==> src/rtl/lm_writeback_seq.sv <==
// ---------------------------------------------------------------------------
// lm_writeback_seq
//
// Load-multiple write-back sequencer. On an accepted start it walks the
// register list from the lowest to the highest set bit. For each set bit it
// reads one word from data memory, at consecutive addresses beginning at
// base_addr. It then writes that word into the register file for exactly
// one cycle. The multi-cycle controller drives start and waits for done.
//
// Ports
//   clk, reset   rising-edge clock, synchronous active-high reset
//   start        1-cycle request, only looked at in IDLE
//   reg_list     bit i set => load Ri (latched on accepted start)
//   base_addr    first memory address (latched on accepted start)
//   mem_rd       memory read request, held for the whole READ stay
//   mem_addr     memory read address
//   mem_data     memory read data, qualified by mem_valid
//   mem_valid    memory read data valid
//   addrC        register-file write index
//   data_write   register-file write data
//   regw         register-file write enable
//   busy         high while in READ or WRITE
//   done         1-cycle completion pulse
//   err          valid with done: the operation aborted on a read timeout
//   pc_wr        valid with done: R7 was written during the operation
//
// All outputs are registered. Each one is loaded on the same edge that
// enters the state it belongs to.
// ---------------------------------------------------------------------------
module lm_writeback_seq #(
    parameter int DW      = 16,
    parameter int NREG    = 8,
    parameter int TIMEOUT = 15,
    localparam int IW     = $clog2(NREG),
    localparam int CW     = $clog2(TIMEOUT + 1)
) (
    input  logic            clk,
    input  logic            reset,
    input  logic            start,
    input  logic [NREG-1:0] reg_list,
    input  logic [DW-1:0]   base_addr,
    output logic            mem_rd,
    output logic [DW-1:0]   mem_addr,
    input  logic [DW-1:0]   mem_data,
    input  logic            mem_valid,
    output logic [IW-1:0]   addrC,
    output logic [DW-1:0]   data_write,
    output logic            regw,
    output logic            busy,
    output logic            done,
    output logic            err,
    output logic            pc_wr
);

    typedef enum logic [1:0] {
        IDLE  = 2'd0,
        READ  = 2'd1,
        WRITE = 2'd2,
        DONE  = 2'd3
    } state_t;

    state_t          state;
    logic [NREG-1:0] list;      // registers still to be loaded
    logic [DW-1:0]   ptr;       // address of the next memory read
    logic [CW-1:0]   wait_cnt;  // READ cycles spent waiting for mem_valid

    logic [IW-1:0]   nxt;       // lowest set bit of the remaining list
    logic [NREG-1:0] list_rem;  // list with bit nxt removed

    // Priority encoder. Scanning from the top down lets the lowest set bit
    // win. When the list is empty nxt is 0, and nothing uses it then.
    // NOTE: every output of a combinational block gets a default first; without one a path that skips the assignment infers a latch.
    always_comb begin
        nxt      = '0;
        list_rem = list;
        for (int i = NREG - 1; i >= 0; i--) begin
            if (list[i]) begin
                nxt = IW'(i);
            end
        end
        list_rem[nxt] = 1'b0;
    end

    // NOTE: sequential state uses non-blocking assignments only, so that every register samples the pre-edge values.
    always_ff @(posedge clk) begin
        if (reset) begin
            state      <= IDLE;
            list       <= '0;
            ptr        <= '0;
            wait_cnt   <= '0;
            mem_rd     <= 1'b0;
            mem_addr   <= '0;
            addrC      <= '0;
            data_write <= '0;
            regw       <= 1'b0;
            busy       <= 1'b0;
            done       <= 1'b0;
            err        <= 1'b0;
            pc_wr      <= 1'b0;
        end else begin
            // The write port and done are single-cycle. They return to zero
            // unless the branch below re-asserts them.
            regw       <= 1'b0;
            addrC      <= '0;
            data_write <= '0;
            done       <= 1'b0;

            unique case (state)
                IDLE: begin
                    if (start) begin
                        list     <= reg_list;
                        ptr      <= base_addr;
                        wait_cnt <= '0;
                        err      <= 1'b0;
                        pc_wr    <= 1'b0;
                        if (reg_list != '0) begin
                            state    <= READ;
                            mem_rd   <= 1'b1;
                            mem_addr <= base_addr;
                            busy     <= 1'b1;
                        end else begin
                            state <= DONE;
                            done  <= 1'b1;
                        end
                    end
                end

                READ: begin
                    wait_cnt <= wait_cnt + CW'(1);
                    if (mem_valid) begin
                        // data_write holds the captured word for its WRITE cycle.
                        state      <= WRITE;
                        mem_rd     <= 1'b0;
                        mem_addr   <= '0;
                        regw       <= 1'b1;
                        addrC      <= nxt;
                        data_write <= mem_data;
                        if (nxt == IW'(NREG - 1)) begin
                            pc_wr <= 1'b1;
                        end
                    end else if (wait_cnt == CW'(TIMEOUT - 1)) begin
                        // This is the TIMEOUT-th READ cycle with no data: abort.
                        state    <= DONE;
                        mem_rd   <= 1'b0;
                        mem_addr <= '0;
                        busy     <= 1'b0;
                        done     <= 1'b1;
                        err      <= 1'b1;
                    end
                end

                WRITE: begin
                    list     <= list_rem;
                    ptr      <= ptr + DW'(1);   // wraps 0xFFFF -> 0x0000
                    wait_cnt <= '0;
                    if (list_rem != '0) begin
                        state    <= READ;
                        mem_rd   <= 1'b1;
                        mem_addr <= ptr + DW'(1);
                    end else begin
                        state <= DONE;
                        busy  <= 1'b0;
                        done  <= 1'b1;
                    end
                end

                DONE: begin
                    state <= IDLE;
                end

                default: begin
                    state <= IDLE;
                end
            endcase
        end
    end

endmodule

==> config.mk <==
export PLATFORM = sky130hd
export DESIGN_NAME = lm_writeback_seq
export DESIGN_NICKNAME = d
export VERILOG_FILES = /design/src/rtl/lm_writeback_seq.sv
export SDC_FILE = /design/constraint.sdc
export NUM_CORES = 1
export LEC_CHECK = 0
export ABC_AREA = 1
export CAP_MARGIN = 20
export CORE_UTILIZATION = 45
export CTS_CLUSTER_DIAMETER = 60
export DETAILED_ROUTE_END_ITERATION = 8
export PLACE_DENSITY = 0.76
export SLEW_MARGIN = 10
export SYNTH_ARGS = -nofsm -noshare
export SYNTH_HDL_FRONTEND = slang
export SYNTH_SLANG_ARGS = --single-unit
==> constraint.sdc <==
create_clock -name clk -period 2 [get_ports clk]
set_input_delay 0.3 -clock clk [delete_from_list [all_inputs] [get_ports clk]]
set_output_delay 0.3 -clock clk [all_outputs]
set_load 0.03 [all_outputs]
# == Word-level counts from Yosys, hierarchy flattened ==
# Index checks and enable logic that the tools add are counted.
# totals
input_bits,44
mem_count,0
ramBits,0
out_inout_bits,41
latchBits,0
reg_bits,71
mem_bits_ro,0
elab_cells,102
# op_classes
reduce_logical,16
mux,51
n_shift,0
multipliers,0
n_lt_le_gt_ge,2
div,0
eq_ne,14
n_addsub,2
n_bitwise,4
# op_table
cell,n
16-bit 2-to-1 mux,6
16-bit one-hot mux with 3 select lines,1
16-bit one-hot mux with 2 select lines,1
3-bit 2-to-1 mux,8
1-bit 2-to-1 mux,19
"16-bit by 1-bit adder with 16-bit output, second input constant",1
"2-bit inequality test, second input constant",8
8-bit one-hot mux with 2 select lines,1
8-bit nonzero test,2
4-bit one-hot mux with 3 select lines,1
2-bit 2-to-1 mux,5
1-bit one-hot mux with 3 select lines,3
8-bit AND,1
8-bit 2-to-1 mux,1
8-bit NOT,1
2-bit one-hot mux with 4 select lines,1
4-bit AND reduction,2
2-bit AND reduction,3
6-bit AND reduction,1
5-bit AND reduction,1
"4-bit by 1-bit adder with 4-bit output, second input constant",1
"2-bit == test, second input constant",2
"4-bit == test, second input constant",1
"3-bit by 4-bit < comparator with 1-bit output, second input constant",1
14 further kinds,17

# == Depth between registers and ports, before layout ==
# Gate-level depths: netlist (run 1).
# depth
ltp_word,17
depth_mapped,18
mapped_depth_nobuf,17

# == Least setup slack after synthesis (run 1) ==
# Ideal clock, no wire load.
# synth_timing
path_kind,flip-flop to flip-flop
start,register state[0]
end,register mem_addr[0]
setup_time_ns,0.112
period_less_slack_ns,1.888
arrival_ns,1.776
path_stages_with_launch,12
path_slack_ns,0.112
n_path_buf,1
required_time_ns,1.888
cell_sequence,dfxtp_1 inv_1 ha_1 inv_1 nor2_1 inv_1 nand2_1 nor3_4 nand2_8 buf_12 nor2_2 nor2_2
# synth_via
elab_chain_len,3
word_cells_on_any_way,10
classes_between,eq/ne (6); mux (1); reduce/logical (3)
# synth_rtl
item,line_no,text
"start, declared",62,state_t state;
"start signal, assigned",87,state <= IDLE;
"start signal, assigned",117,state <= READ;
"start signal, assigned",122,state <= DONE;
2-bit by 1-bit == test with 1-bit output (tied with other cells),108,unique case (state)
3-bit inequality test (no source line) (tied with other cells),--,
5-bit AND reduction (no source line),--,
"end signal, assigned",119,mem_addr <= base_addr;
"end signal, assigned",159,mem_addr <= ptr + DW'(1);
"end, declared",43,"output logic [DW-1:0] mem_addr,"
# Parallel ways exist; a longest one is shown, timed or not.
# A chain may end at the register's enable or synchronous reset.

# == Final worst setup path (run 1) ==
# layout_timing
start,register list[6]
end,register state[1]
# layout_via
elab_chain_len,16
word_cells_on_any_way,17
classes_between,order compare (2); mux (11); bitwise (2); reduce/logical (2)
# layout_rtl
item,line_no,text
"start, declared",63,logic [NREG-1:0] list;
"start signal, assigned",111,list <= reg_list;
"start signal, assigned",153,list <= list_rem;
3-bit 2-to-1 mux (7 in series),77,if (list[i]) begin
3-bit by 4-bit < comparator with 1-bit output (implied by the code) or 3-bit by 1-bit >= comparator with 1-bit output (tied branches),81,list_rem[nxt] = 1'b0;
1-bit logical AND (implied by the code),81,
1-bit 2-to-1 mux (implied by the code),81,
1-bit demux with 3-bit select,81,
8-bit NOT (no source line),--,
8-bit AND (no source line) (*),--,
8-bit nonzero test (*),156,if (list_rem != '0) begin
2-bit 2-to-1 mux (*),156,
2-bit one-hot mux with 4 select lines (*),108,
"end signal, assigned",117,
"end signal, assigned",157,state <= READ;
"end signal, assigned",161,state <= DONE;
# Mark *: on every way between the ends. The rest lies on a longest branch, timed or not.

==> results of run 1 <==
## how the worst max path moves through the flow
stage / end / cells after the start
4_1_cts: mem_addr[9] / 11
6_report: state[1] / 17
3_3_place_gp: mem_addr[14] / 9
5_1_grt: mem_addr[15] / 17
3_5_place_dp: mem_addr[13] / 9
2_1_floorplan: mem_addr[0] / 11
## synth_stat cells (7+ instances only)
| master | number | area [um^2] |
|---|---|---|
| clkbuf_1 | 14 | 52.6 |
| nor2_2 | 21 | 131 |
| nand3_1 | 29 | 145 |
| o21ai_0 | 26 | 130 |
| a221oi_1 | 9 | 78.8 |
| nor2_1 | 70 | 263 |
| inv_2 | 7 | 26.3 |
| a21oi_1 | 42 | 210 |
| dfxtp_1 | 71 | 1420 |
| inv_1 | 60 | 225 |
| ha_1 | 7 | 87.6 |
| nand2_1 | 113 | 424 |
## sequential cells by signal, indices dropped and copies added (netlist names)
| signal | cells |
|---|---|
| addrC | 3 |
| ptr | 16 |
| err | 1 |
| list | 8 |
| done | 1 |
| state | 2 |
| mem_rd | 1 |
| pc_wr | 1 |
| regw | 1 |
| wait_cnt | 4 |
| busy | 1 |
| data_write | 16 |
| mem_addr | 16 |
## worst reg2reg max path, cell delays in order, from the launching register on
cell and delay (ns):
dfxtp_2 0.35, inv_2 0.04, nand2_1 0.05, nand2_1 0.05, nand2_1 0.06, nand2_1 0.05, nand2_1 0.06, nand2_2 0.11
nand2_4 0.10, nand2_1 0.09, nand2_2 0.10, nand2_2 0.07, nor2_4 0.11, nand3_4 0.20, clkbuf_16 0.23, nand2_1 0.05
nand2_1 0.06, a21oi_2 0.11
## power by group
part | internal [mW] | leakage (nW) | switching (mW)
logic | 2.01 | 1.51 | 2.95
registers | 1.90 | 0.587 | 0.400
clock network | 0.819 | 0.111 | 0.552
## cell type report
cell class	count	area [um^2]	share of cell area, %
Inverter	68	258	4.98
Clock inverter	6	110	2.13
Multi-Input combinational cell	366	1970	38.1
Sequential cell	71	1440	27.7
Timing Repair Buffer	118	1150	22.2
Clock buffer	9	124	2.39
Tap cell	102	128	2.46
## metal layers
| metal | track usage, % | vias up | part of all wire [%] |
|---|---|---|---|
| met5 | 0 | - | 0 |
| li1 | - | 1910 | - |
| met2 | 38.3 | 130 | 49 |
| met4 | 9.39 | 0 | 2.2 |
| met1 | 27.6 | 1722 | 42 |
| met3 | 5.31 | 20 | 7.0 |
## per-stage QoR
stage / instance area [um^2] / TNS, ns / hold WS [ns] / total power [mW]
detailed placement: 4630 / 0 / 0.475 / 6.52
finish: 5180 / 0 / 0.469 / 8.63
global placement: 4630 / 0 / 0.457 / 6.43
global route: 5180 / -0.691 / 0.475 / 9.28
floorplan: 3620 / 0 / 0.387 / 5.28
CTS: 4870 / 0 / 0.458 / 7.91
## cell families after synthesis
group | synth area share [%]
adders and majority gates | 2.42
DFF | 39.3
xor gates and xnor gates | 0.484
and+or+nand+nor | 32.1
AOI/OAI and AO/OA | 15.7
buffers and inverters | 10.0
## what timing repair did
action,4_1_cts,5_1_grt
buffers inserted,0,14
resized for setup,0,46
endpoints found under the setup margin,0,25
endpoints found under the hold margin,0,0
==> impl_metrics.env, run 1 <==
export IMPL_routed_wirelength_mm=9.74
export IMPL_finish_utilization_pct=66.7
export IMPL_rsz0062_at_grt="yes"
export IMPL_cts_htree_levels=3
export IMPL_gr_usage_all_layers_pct=22.7
export IMPL_min_delay_path_depth=3
export IMPL_synthFlopType="dfxtp_1"
export IMPL_die_area_um2=8400
export IMPL_rr_worst_depth=17
export IMPL_io_pins=85
export IMPL_async_flop_share_pct=0
export IMPL_gr_total_overflow=0
export IMPL_clockRootBuffer="clkbuf_8"
export IMPL_slew_violations=0
export IMPL_crit_path_start="list[6]"
export IMPL_min_from="mem_data[15]"
export IMPL_vias=3782
export IMPL_synth_nets=575
export IMPL_path_class="reg -> reg"
export IMPL_nets=685
export IMPL_hold_viol=0
export IMPL_fp_dieH_um=91.7
export IMPL_slowest_delay_ns=0.35
export IMPL_tightestPinTransition_ns=0.471
export IMPL_final_common_cell="nand2_1"
export IMPL_hold_class="in -> reg"
export IMPL_port_buffers=84
export IMPL_finalCriticalPeriod_ns=1.94
export IMPL_fin_cells=740
export IMPL_layout_common_cells="nand2_1, clkdlybuf4s50_1, nor2_1, dfxtp_1, inv_1"
export IMPL_slew_headroom_pct=68.3
export IMPL_worstPathMaxFanout=5
export IMPL_r2r_slack_ns=0.06
export IMPL_rr_endpoint="state[1]"
export IMPL_dp_hpwl_mm=6.66
export IMPL_start_kind="register"
export IMPL_postSynthAreaPerCell_um2=6.90
export IMPL_dpl_worst_slack_ns=0.00476
export IMPL_cts_tree="yes"
export IMPL_max_freq_mhz=515
export IMPL_detail_route_antenna_nets=0
export IMPL_insertion_delay_ns=0.35
export IMPL_synth_seq_cells=71
export IMPL_syn_area_um2=3620
export IMPL_arrival_ns=2.22
export IMPL_grt_start_max_net_pins=28
export IMPL_vias_per_cell=5.11
export IMPL_wire_per_inst_um=13.2
export IMPL_place_inst=708
export IMPL_grt_first_pass_wirelength_mm=15.2
export IMPL_p_leak_nw=2.20
export IMPL_antenna_found_initial=0
export IMPL_fill_cells=677
export IMPL_syn_to_final_growth_pct=43.2
export IMPL_clk_path_buf_depth=2
export IMPL_ir_drop_mv=0.833
export IMPL_cts_buffers=9
export IMPL_rows=32
export IMPL_initial_core_util_pct=46.6
export IMPL_crit_buf_inv=2
export IMPL_holdPathEnd="data_write[15]"
export IMPL_cts_sinks=71
export IMPL_drive_gt1_share_pct=19.9
export IMPL_setup_viol=0
export IMPL_skew_ns=0.0149
export IMPL_drc_errors=0
export IMPL_drt_iter0_drc=254
export IMPL_slowest_stage="dfxtp_2"
export IMPL_cap_violations=0
export IMPL_end_kind="register"
export IMPL_core_um2=7770
export IMPL_fp_dieW_um=91.7
export IMPL_worstReg2RegStart="list[6]"
export IMPL_synth_edf_count=0
export IMPL_place_gp_congestion=0.903
export IMPL_crit_top_cell="nand2_1"
export IMPL_crit_family="simple AND/OR/NAND/NOR gates"
export IMPL_yosys_warnings=0
export IMPL_ys_seq_area_share_pct=39.3
export IMPL_cp_cell_sequence="inv_2 -> nand2_1 -> nand2_1 -> nand2_1 -> nand2_1 -> nand2_1 -> nand2_2 -> nand2_4 -> nand2_1 -> nand2_2 -> nand2_2 -> nor2_4 -> nand3_4 -> clkbuf_16 -> nand2_1 -> nand2_1 -> a21oi_2"
export IMPL_fin_ws_ns=0.0601
export IMPL_status="completed"
export IMPL_first_pass_iters=5
export IMPL_path_clk_slew_ns=0.08
export IMPL_antenna_cells=0
export IMPL_syn_inst=524
export IMPL_period_share_pct=97.0
export IMPL_powerDensity_nw_per_um2=1670
export IMPL_synth_cell_types=40
export IMPL_postCtsHoldBufs=0
export IMPL_first_global_vias=3481
export IMPL_worst_ep_required_time_ns=2.28
Power figures use the tool's default switching activity.
==> run 2: changes to the inputs <==
CORE_UTILIZATION = 50   (was 45)
PLACE_DENSITY = 0.8   (was 0.76)
SKIP_LAST_GASP = 1   (was default)
SLEW_MARGIN = 0   (was 10)
clock period = 1.9 ns   (was 2 ns; I/O delays follow)
==> impl_metrics.env, run 2 (synthesized netlist as in run 1, its figures left out) <==
export IMPL_first_global_vias=3527
export IMPL_core_um2=6910
export IMPL_gr_usage_all_layers_pct=25.9
export IMPL_place_gp_congestion=0.884
export IMPL_period_share_pct=100
export IMPL_skew_ns=0.00729
export IMPL_final_common_cell="nand2_1"
export IMPL_dp_hpwl_mm=6.78
export IMPL_tightestPinTransition_ns=0.356
export IMPL_arrival_ns=2.15
export IMPL_worstPathMaxFanout=6
export IMPL_port_buffers=84
export IMPL_hold_viol=0
export IMPL_ir_drop_mv=1.12
export IMPL_clk_path_buf_depth=2
export IMPL_io_pins=85
export IMPL_clockRootBuffer="clkbuf_8"
export IMPL_drt_iter0_drc=196
export IMPL_fp_dieH_um=87.1
export IMPL_layout_common_cells="nand2_1, clkdlybuf4s50_1, nor2_1, inv_1, dfxtp_1"
export IMPL_initial_core_util_pct=52.4
export IMPL_fill_cells=552
export IMPL_syn_to_final_growth_pct=43.0
export IMPL_cts_tree="yes"
export IMPL_antenna_found_initial=0
export IMPL_cap_violations=0
export IMPL_fin_ws_ns=-0.00143
export IMPL_vias_per_cell=5.14
export IMPL_nets=691
export IMPL_finalCriticalPeriod_ns=1.90
export IMPL_path_clk_slew_ns=0.08
export IMPL_cts_sinks=71
export IMPL_multi_input_area_um2=1950
export IMPL_gr_total_overflow=0
export IMPL_path_class="reg -> reg"
export IMPL_hold_class="in -> reg"
export IMPL_status="complete, but fails checks"
export IMPL_start_kind="register"
export IMPL_grt_start_max_net_pins=29
export IMPL_worst_ep_required_time_ns=2.15
export IMPL_top_regs="data_write: 16 flops, mem_addr: 16 flops, ptr: 16 flops"
export IMPL_slew_violations=0
export IMPL_insertion_delay_ns=0.35
export IMPL_cts_buffers=9
export IMPL_p_leak_nw=2.21
export IMPL_die_area_um2=7580
export IMPL_failed_checks="negative setup slack"
export IMPL_min_delay_path_depth=3
export IMPL_tns_ns=-0.00143
export IMPL_routed_wirelength_mm=9.91
export IMPL_detail_route_antenna_nets=0
export IMPL_rows=30
export IMPL_vias=3809
export IMPL_whs_ns=0.441
export IMPL_setup_viol=1
export IMPL_wire_per_inst_um=13.4
export IMPL_rr_worst_depth=14
export IMPL_slew_headroom_pct=76.2
export IMPL_fp_dieW_um=87.1
export IMPL_max_freq_mhz=526
export IMPL_drc_errors=0
export IMPL_powerDensity_nw_per_um2=1710
export IMPL_grt_first_pass_wirelength_mm=15.3
export IMPL_seq_area_um2=1440
export IMPL_cts_htree_levels=3
export IMPL_rsz0062_at_grt="yes"
export IMPL_first_pass_iters=4
export IMPL_antenna_cells=0
export IMPL_end_kind="register"
export IMPL_drive_gt1_share_pct=21.7
run 2: changes by cell type in the layout (fill, tap and decap cells not counted), moves of 3 or more:
cell       delta
clkinv_4      +6
buf_6         +4
dfxtp_1       -4
dfxtp_2       +4
buf_4         +3
bufinv_16     -3
nand2_4       -3
nor2_2        +3
o21ai_0       -3
run 2: path summary, 6_finish.rpt:
path	slack (ns)	start	endpoint
max	-0.001	list[0]	mem_addr[7]
min	0.44	mem_data[2]	data_write[2]
max reg2reg	-0.001	list[0]	mem_addr[7]
min reg2reg	0.48	list[6]	list[6]
run 2: area by class of cell:
type                    instances  share of cell area [%]
repair buffers                125                    23.5
well taps                      96                    2.32
clock buffers                   9                    2.39
flip-flops and latches         71                    27.9
clock inverters                 7                    1.16
inverters                      68                    4.98
multi-input cells             365                    37.8
run 2: worst max-delay path, cell delays in order (launching register included):
cell and delay, ns:
dfxtp_2 0.36, nor2_4 0.13, nand2_1 0.10, buf_4 0.15
inv_1 0.07, nand3_1 0.08, nand2_1 0.12, nand2_1 0.10
nor2_4 0.12, nand3_4 0.14, buf_12 0.17, nand2_8 0.07
nand2_1 0.06, nand2_1 0.08, nor2_2 0.04
run 2: layer usage:
layer  vias to the layer above  track usage, %  part of all wire (%)
met1                      1756            29.2                    41
met3                        23            8.06                   6.8
met2                       118            45.4                    50
li1                       1912               -                     -
met4                         0            10.5                   2.2
met5                         -               0                     0
run 2: through the flow:
| step | cells | setup WS (ns) | util (%) | power, mW | area, um^2 |
|---|---|---|---|---|---|
| CTS | 729 | 0.0204 | 71.1 | 8.11 | 4910 |
| floorplan | 524 | 0.0118 | - | 5.55 | 3620 |
| global route | 741 | -0.135 | 74.9 | 9.49 | 5170 |
| detailed placement | 713 | -0.0207 | 68.4 | 6.98 | 4720 |
| global placement | 713 | 0.0159 | 68.4 | 6.84 | 4720 |
| finish | 741 | -0.00143 | 74.9 | 8.84 | 5170 |
run 2: power breakdown:
part | switching, mW | total, mW | internal [mW]
Clock | 0.618 | 1.10 | 0.486
Sequential | 0.404 | 2.41 | 2.01
Combinational | 3.12 | 5.32 | 2.20
Total | 4.14 | 8.84 | 4.70
run 2: timing repair:
action	4_1_cts	5_1_grt
pin swaps	1	13
gates cloned	0	1
hold buffers	0	0
buffers inserted	0	11
hold endpoints to repair	0	0
setup endpoints to repair	8	24
gates resized for setup	2	53
==> run 3: changes to the inputs <==
CORE_MARGIN = 4   (was default)
RECOVER_POWER = 25   (was default)
==> impl_metrics.env, run 3 (synthesized netlist as in run 1, its figures left out) <==
export IMPL_cts_buffers=9
export IMPL_rsz0062_at_grt="yes"
export IMPL_rows=30
export IMPL_cts_tree="yes"
export IMPL_io_pins=85
export IMPL_cts_htree_levels=3
export IMPL_gr_total_overflow=0
export IMPL_worstPathMaxFanout=36
export IMPL_core_um2=6910
export IMPL_slowest_delay_ns=0.35
export IMPL_arrival_ns=2.16
export IMPL_first_global_vias=3684
export IMPL_cp_cell_sequence="inv_1 -> ha_1 -> inv_2 -> buf_4 -> buf_4 -> a21oi_1 -> inv_2 -> buf_12 -> a221oi_1"
export IMPL_place_inst=712
export IMPL_cap_violations=0
export IMPL_slew_headroom_pct=75.8
export IMPL_drc_errors=0
export IMPL_p_leak_nw=2.29
export IMPL_syn_to_final_growth_pct=43.3
export IMPL_path_clk_slew_ns=0.09
export IMPL_finalCriticalPeriod_ns=1.91
export IMPL_initial_core_util_pct=52.4
export IMPL_setup_viol=1
export IMPL_layout_common_cells="nand2_1, clkdlybuf4s50_1, nor2_1, dfxtp_1, inv_1"
export IMPL_vias_per_cell=5.19
export IMPL_r2r_slack_ns=-0.01
export IMPL_failed_checks="negative setup slack"
export IMPL_tns_ns=-0.0111
export IMPL_place_gp_congestion=0.921
export IMPL_fin_ws_ns=-0.0111
export IMPL_port_buffers=84
export IMPL_clockRootBuffer="clkbuf_8"
export IMPL_nets=697
export IMPL_grt_start_max_net_pins=37
export IMPL_hold_class="in -> reg"
export IMPL_whs_ns=0.436
export IMPL_crit_buf_inv=6
export IMPL_end_kind="register"
export IMPL_gr_usage_all_layers_pct=23.6
export IMPL_cts_sinks=71
export IMPL_status="complete, but fails checks"
export IMPL_detail_route_antenna_nets=0
export IMPL_antenna_cells=0
export IMPL_skew_ns=0.0114
export IMPL_wire_per_inst_um=13.7
export IMPL_powerDensity_nw_per_um2=1730
export IMPL_fp_dieH_um=93.1
export IMPL_start_kind="register"
export IMPL_ir_drop_mv=0.871
export IMPL_max_freq_mhz=523
export IMPL_final_common_cell="nand2_1"
export IMPL_vias=3878
export IMPL_path_class="reg -> reg"
export IMPL_first_pass_iters=5
export IMPL_drive_gt1_share_pct=21.5
export IMPL_postCtsHoldBufs=0
export IMPL_hold_viol=0
export IMPL_tightestPinTransition_ns=0.359
export IMPL_period_share_pct=101
export IMPL_drt_iter0_drc=235
export IMPL_routed_wirelength_mm=10.2
export IMPL_die_area_um2=8660
export IMPL_fp_dieW_um=93.1
export IMPL_clk_path_buf_depth=2
export IMPL_top_regs="data_write: 16 flops, mem_addr: 16 flops, ptr: 16 flops"
export IMPL_grt_first_pass_wirelength_mm=16.4
export IMPL_fin_cells=747
export IMPL_dpl_worst_slack_ns=-0.0149
export IMPL_dp_hpwl_mm=6.86
export IMPL_slowest_stage="a221oi_1"
export IMPL_insertion_delay_ns=0.36
export IMPL_antenna_found_initial=0
export IMPL_worst_ep_required_time_ns=2.14
export IMPL_slew_violations=0
export IMPL_crit_family="buffers and inverters"
-- run 3: worst register-to-register path: cells and delay by family (launching register included) --
family                     cells  cell delay, ns
buffers and inverters          6            0.71
AOI/OAI and AO/OA              2            0.58
DFF                            1            0.32
adders and majority gates      1            0.21
-- run 3: area by class of cell --
class | instances | area (um^2)
fillers | 538 | 1720
well taps | 96 | 120
clock inverters | 7 | 81.3
multi-input cells | 366 | 1940
inverters | 68 | 258
repair buffers | 130 | 1220
clock buffers | 9 | 124
flip-flops and latches | 71 | 1440
-- run 3: final timing paths --
check                                  start             to  cells past startpoint
worst max-delay path                state[0]         ptr[5]                      9
worst min register to register  mem_addr[14]   mem_addr[14]                      2
worst min-delay path             mem_data[8]  data_write[8]                      3
worst max register to register      state[0]         ptr[5]                      9
-- run 3: power breakdown --
| group | internal (mW) | leakage [nW] | switching, mW | total [mW] |
|---|---|---|---|---|
| Sequential | 2.00 | 0.587 | 0.380 | 2.38 |
| Combinational | 2.16 | 1.60 | 3.19 | 5.35 |
| Clock | 0.622 | 0.100 | 0.630 | 1.25 |
-- run 3: what timing repair did --
| item | CTS | global route |
|---|---|---|
| pin swaps | 4 | 16 |
| endpoints found under the setup margin | 7 | 21 |
| buffers inserted | 6 | 10 |
| gates cloned | 3 | 0 |
| hold endpoints to repair | 0 | 0 |
| resized for setup | 13 | 36 |
-- run 3: metrics by stage --
stage | util, % | instance area [um^2] | power [mW]
floorplan | - | 3620 | 5.55
global placement | 68.1 | 4700 | 6.86
detailed placement | 68.1 | 4700 | 6.97
CTS | 72.5 | 5010 | 8.53
global route | 75.1 | 5180 | 9.62
finish | 75.1 | 5180 | 8.98
-- run 3: routing by layer --
layer	vias up	track usage (%)	routed length, um
li1	1933	-	-
met1	1786	26.8	4240
met2	138	41.5	5070
met3	21	6.11	726
met4	0	10.6	196
met5	-	0	0
